**src/rtl/ram8_loader_pkg.sv**
```systemverilog
// Shared constants and FSM state encoding for the RAM8 burst loader.
package ram8_loader_pkg;
    localparam int unsigned WIDTH_DEF  = 16;
    localparam int unsigned ADDR_W_DEF = 3;
    localparam int unsigned DEPTH      = 8;

    typedef enum logic [1:0] {IDLE, LOAD, DUMP, FIN} ldr_state_t;
endpackage

```
**src/rtl/ram8_loader.sv**
```systemverilog
// Burst sequencer in front of RAM8: LOAD streams source words into consecutive
// addresses, DUMP streams consecutive words out to a sink; bursts of 0..8 words.
module ram8_loader
    import ram8_loader_pkg::*;
#(
    parameter int unsigned WIDTH  = WIDTH_DEF,
    parameter int unsigned ADDR_W = ADDR_W_DEF
) (
    input  logic              clk,
    input  logic              reset,
    input  logic              start_load,
    input  logic              start_dump,
    input  logic [ADDR_W-1:0] base,
    input  logic [ADDR_W:0]   count,
    input  logic [WIDTH-1:0]  s_data,
    input  logic              s_valid,
    output logic              s_ready,
    output logic [WIDTH-1:0]  m_data,
    output logic              m_valid,
    input  logic              m_ready,
    output logic [WIDTH-1:0]  ram_in,
    output logic [ADDR_W-1:0] ram_addr,
    output logic              ram_ld,
    input  logic [WIDTH-1:0]  ram_out,
    output logic              busy,
    output logic              done
);

    // Full depth expressed in the count width, used to clamp oversize requests.
    localparam logic [ADDR_W:0] MAXCNT = {1'b1, {ADDR_W{1'b0}}};

    ldr_state_t        state_q, state_d;
    logic [ADDR_W-1:0] base_q, base_d;
    logic [ADDR_W:0]   remain_q, remain_d;
    logic [ADDR_W-1:0] idx_q, idx_d;
    logic [ADDR_W:0]   count_clamped;

    assign count_clamped = (count > MAXCNT) ? MAXCNT : count;
    assign m_data        = ram_out;

    always_ff @(posedge clk) begin
        if (reset) begin
            state_q  <= IDLE;
            base_q   <= '0;
            remain_q <= '0;
            idx_q    <= '0;
        end else begin
            state_q  <= state_d;
            base_q   <= base_d;
            remain_q <= remain_d;
            idx_q    <= idx_d;
        end
    end

    always_comb begin
        state_d  = state_q;
        base_d   = base_q;
        remain_d = remain_q;
        idx_d    = idx_q;
        s_ready  = 1'b0;
        m_valid  = 1'b0;
        ram_ld   = 1'b0;
        ram_in   = '0;
        ram_addr = base_q;
        busy     = 1'b0;
        done     = 1'b0;

        unique case (state_q)
            IDLE: begin
                if (start_load || start_dump) begin
                    base_d   = base;
                    remain_d = count_clamped;
                    idx_d    = '0;
                    if (count_clamped == '0) begin
                        state_d = FIN;
                    end else if (start_load) begin
                        state_d = LOAD;
                    end else begin
                        state_d = DUMP;
                    end
                end
            end
            LOAD: begin
                busy     = 1'b1;
                s_ready  = 1'b1;
                ram_addr = base_q + idx_q;
                ram_in   = s_data;
                ram_ld   = s_valid;
                if (s_valid) begin
                    idx_d    = idx_q + ADDR_W'(1);
                    remain_d = remain_q - (ADDR_W+1)'(1);
                    if (remain_q == (ADDR_W+1)'(1)) begin
                        state_d = FIN;
                    end
                end
            end
            DUMP: begin
                busy     = 1'b1;
                m_valid  = 1'b1;
                ram_addr = base_q + idx_q;
                if (m_ready) begin
                    idx_d    = idx_q + ADDR_W'(1);
                    remain_d = remain_q - (ADDR_W+1)'(1);
                    if (remain_q == (ADDR_W+1)'(1)) begin
                        state_d = FIN;
                    end
                end
            end
            FIN: begin
                done    = 1'b1;
                state_d = IDLE;
            end
            default: state_d = IDLE;
        endcase
    end

endmodule

```
**config.mk**
```make
export PLATFORM = sky130hd
export DESIGN_NAME = ram8_loader
export DESIGN_NICKNAME = d
export VERILOG_FILES = /design/src/rtl/ram8_loader_pkg.sv /design/src/rtl/ram8_loader.sv
export SDC_FILE = /design/constraint.sdc
export NUM_CORES = 1
export LEC_CHECK = 0
export ABC_AREA = 0
export ABC_CLOCK_PERIOD_IN_PS = 2450
export CORE_MARGIN = 2
export CORE_UTILIZATION = 34
export CTS_BUF_LIST = sky130_fd_sc_hd__clkbuf_8
export CTS_CLUSTER_DIAMETER = 150
export DETAILED_ROUTE_END_ITERATION = 8
export PLACE_DENSITY = 0.86
export SKIP_CTS_REPAIR_TIMING = 1
export SLEW_MARGIN = 30
export SYNTH_ARGS = -nofsm -noshare
export SYNTH_HDL_FRONTEND = slang
export SYNTH_SLANG_ARGS = --single-unit
```
**constraint.sdc**
```tcl
create_clock -name clk -period 2.45 [get_ports clk]
set_clock_uncertainty 0.05 [all_clocks]
set_input_delay 0.3675 -clock clk [delete_from_list [all_inputs] [get_ports clk]]
set_output_delay 0.3675 -clock clk [all_outputs]
set_load 0.1 [all_outputs]
```
==> results of run 1 <==
## worst min-delay path, delay by kind of cell (launching register included)
kind,cells,cell delay [ns]
DFF,1,0.34
AOI/OAI and AO/OA,1,0.05
and+or+nand+nor,1,0.06
## final cells by class
cell class,instances,area share [%]
Clock buffer,4,3.13
Inverter,5,1.07
Multi-Input combinational cell,87,38.5
Sequential cell,12,13.7
Tap cell,33,2.35
Timing Repair Buffer,54,41.3
## per-stage QoR
step	setup TNS [ns]	area (sq um)	total power, uW	instances	hold WS [ns]
finish	0	1760	2700	195	0.455
global route	0	1760	2840	195	0.491
CTS	0	1760	2720	195	0.461
detailed placement	0	1700	2480	191	0.450
global placement	0	1700	2420	191	0.425
floorplan	-0.172	1090	2020	125	0.382
## routing by layer
| layer | global-route usage (%) | vias up |
|---|---|---|
| met4 | 5.71 | 0 |
| li1 | - | 485 |
| met1 | 16.4 | 467 |
| met5 | 0 | - |
| met3 | 4.37 | 6 |
| met2 | 27.2 | 60 |
## path summary, 6_finish.rpt
check,from,endpoint,slack (ns)
min,idx_q[0],idx_q[0],0.46
max,idx_q[0],ram_addr[2],0.20
max reg2reg,state_q[0],remain_q[1],0.41
min reg2reg,idx_q[0],idx_q[0],0.46
## power by group through the flow
stage | clock network, uW | logic [uW] | registers [uW]
global placement | 0 | 2100 | 322
CTS | 229 | 2160 | 327
floorplan | 0 | 1710 | 315
global route | 233 | 2270 | 341
detailed placement | 0 | 2150 | 332
finish | 224 | 2150 | 328
## synth_stat cells, drive strengths merged
cell type / number / share of area [%]
buf: 18 / 13
ha: 8 / 9.5
nor2b: 5 / 3.7
clkbuf: 3 / 1.1
and2: 17 / 10
a21oi: 6 / 2.9
nand3: 5 / 2.4
mux2: 3 / 3.2
nor4: 2 / 1.8
o31a: 2 / 1.7
o21ai: 6 / 2.9
or3: 1 / 0.59
nand4b: 1 / 0.83
nand2: 6 / 2.1
inv: 5 / 1.8
mux2i: 3 / 2.9
or4: 2 / 1.8
a31oi: 1 / 0.59
nor3b: 2 / 1.9
a211oi: 1 / 1.2
fa: 1 / 1.9
a32oi: 1 / 0.83
dfxtp: 12 / 23
xnor2: 1 / 0.83
o2bb2ai: 1 / 0.83
o31ai: 1 / 0.71
xor2: 1 / 0.83
nand3b: 2 / 1.4
nor2: 6 / 2.4
nor3: 2 / 1.4
## cells by family after synthesis
kind of cell	count (synthesis)	synth area share (%)
fa+ha+maj	9	11.4
mux	6	6.06
simple gates	51	30.4
flops	12	22.8
compound gates	19	11.5
xor+xnor	2	1.66
buf+inv	26	16.1
## state kept, by name, indices dropped and copies added, names as in the netlist
name,flops
base_q,3
remain_q,4
state_q,2
idx_q,3
## cells in the final DEF, fill, tap and decap left out, types with 5 or more instances in the layout
cell,instances
dfxtp_1,12
clkdlybuf4s50_1,28
nand3_1,5
inv_1,5
ha_1,6
nor2_1,5
buf_12,20
a21oi_1,6
and2_1,17
buf_4,6
nand2_1,6
==> metrics.md, run 1 <==
| Metric | Value |
|---|---|
| Run status | `finished, final reports clean` |
| HP Class | `register to register` |
| CTS tree | `built` |
| Worst path slowest cell | `fa_1` |
| Footprint of the multi-input gates | `677 sq um` |
| H-Tree Depth | `1` |
| Startpoint Class | `register` |
| Number of global-route vias before repair | `950` |
| Worst-case clock buffer depth | `2` |
| Worst r2r path cells | `6` |
| Vias/cell | `5.22` |
| Fill cells | `248` |
| Chip width | `59.6 um` |
| Initial Util | `35.0%` |
| Antenna violations before repair | `0` |
| PwrDens | `1540 nW/um^2` |
| Vias | `1018` |
| Total global routing overflow | `0` |
| Die H | `59.6 um` |
| Final period utilization | `92.0%` |
| Synthesized instance count | `125` |
| Final setup fails | `0` |
| Cell Chain, Critical Path | `ha_1, fa_1, xor2_1, nand2_1, xnor2_4, buf_12` |
| Die area | `3560 sq um` |
| # diodes | `0` |
| Sequential cell area | `240 sq um` |
| Fmax | `0.444 GHz` |
| Final Net Count | `217` |
| Core Util, Final | `58.5%` |
| DRC | `0` |
| Synthesis-to-finish area growth | `67.1%` |
| Worst IR Drop VDD | `0.000866 V` |
| Largest net degree at the start of global routing | `20` |
| Clock power frac | `8.3%` |
| Gp weighted congestion | `0.785` |
| Max layer used | `met4` |
| Mapped Area | `1050 sq um` |
| Total leakage power | `0.000715 uW` |
| Core area | `3000 sq um` |
| Row count | `20` |
| Clk root buf | `clkbuf_8` |
| Worst Tran Pin Value | `0.579 ns` |
| Sw Share | `55.9%` |
| DRT Pass-1 Iters | `4` |
| Met3 WL | `332 um` |
| Sequential Power Share | `12.1%` |
| Sw power | `1510 uW` |
| First-pass GRT wire length | `4120 um` |
| Final WS setup | `0.197 ns` |
| Final Max Slew Viols | `0` |
| Relative slew slack | `61.0%` |
| Worst path depth | `6` |
| Layout cells sized above 1 | `26.5%` |
| IO Pins | `85` |
| Worst slack at placement | `0.420 ns` |
| Post-DR wirelength/cell | `13.5 um` |
| Final Hold Fails | `0` |
| Port Buf Inserts | `52` |
| Critical path buffers and inverters | `1` |
| Largest fanout on the critical path | `4` |
| Antenna violation net count after detailed routing | `0` |
| Clock sink count | `12` |
| RSZ-0062 raised after global routing | `false` |
| Worst hold path depth | `2` |
| Distinct cells, synth | `38` |
| Syn_nets | `179` |
| Synthesis Warnings | `0` |
| Synth Register Bits | `12` |
| Critical setup path kind | `register to output pin` |
| Crit path DAT | `1.84 ns` |
| Int Pwr | `1190 uW` |
| Fin crit period | `2.25 ns` |
| Critical Path Sink Type | `output pin` |
| Wire length on met2 | `1250 um` |
| CTS Buf Count | `3` |
| Top delay family on crit path | `adder cells` |
| M1 WL | `1010 um` |
| Seq/Total Area, Yosys | `22.8%` |
| Syn_area_per_cell | `8.42 sq um` |
| DR iter-0 viols | `26` |
| Worst skew pair latency | `0.25 ns` |
| GR Util All Layers | `15.0%` |
| WL final | `2640 um` |
| Gate power share | `79.6%` |
| Clock Pin Slew Worst Setup and Hold Paths | `0.06 ns` |
| CP required | `2.03 ns` |
| Critical Path Max Stage Delay | `0.37 ns` |
| Maximum Capacitance Violations | `0` |
| DP Wirelength | `2170 um` |
Note: power is estimated with default switching activity, not from simulation.
==> run 2, diff against run 1 <==
SLEW_MARGIN = unset   (was 30)
==> results of run 2 <==
Final layout, timing and power as in run 1 (identical DEF).
==> run 3, diff against run 2 <==
TNS_END_PERCENT = 50   (was unset)
==> results of run 3 <==
Final layout, timing and power as in run 1 (identical DEF).
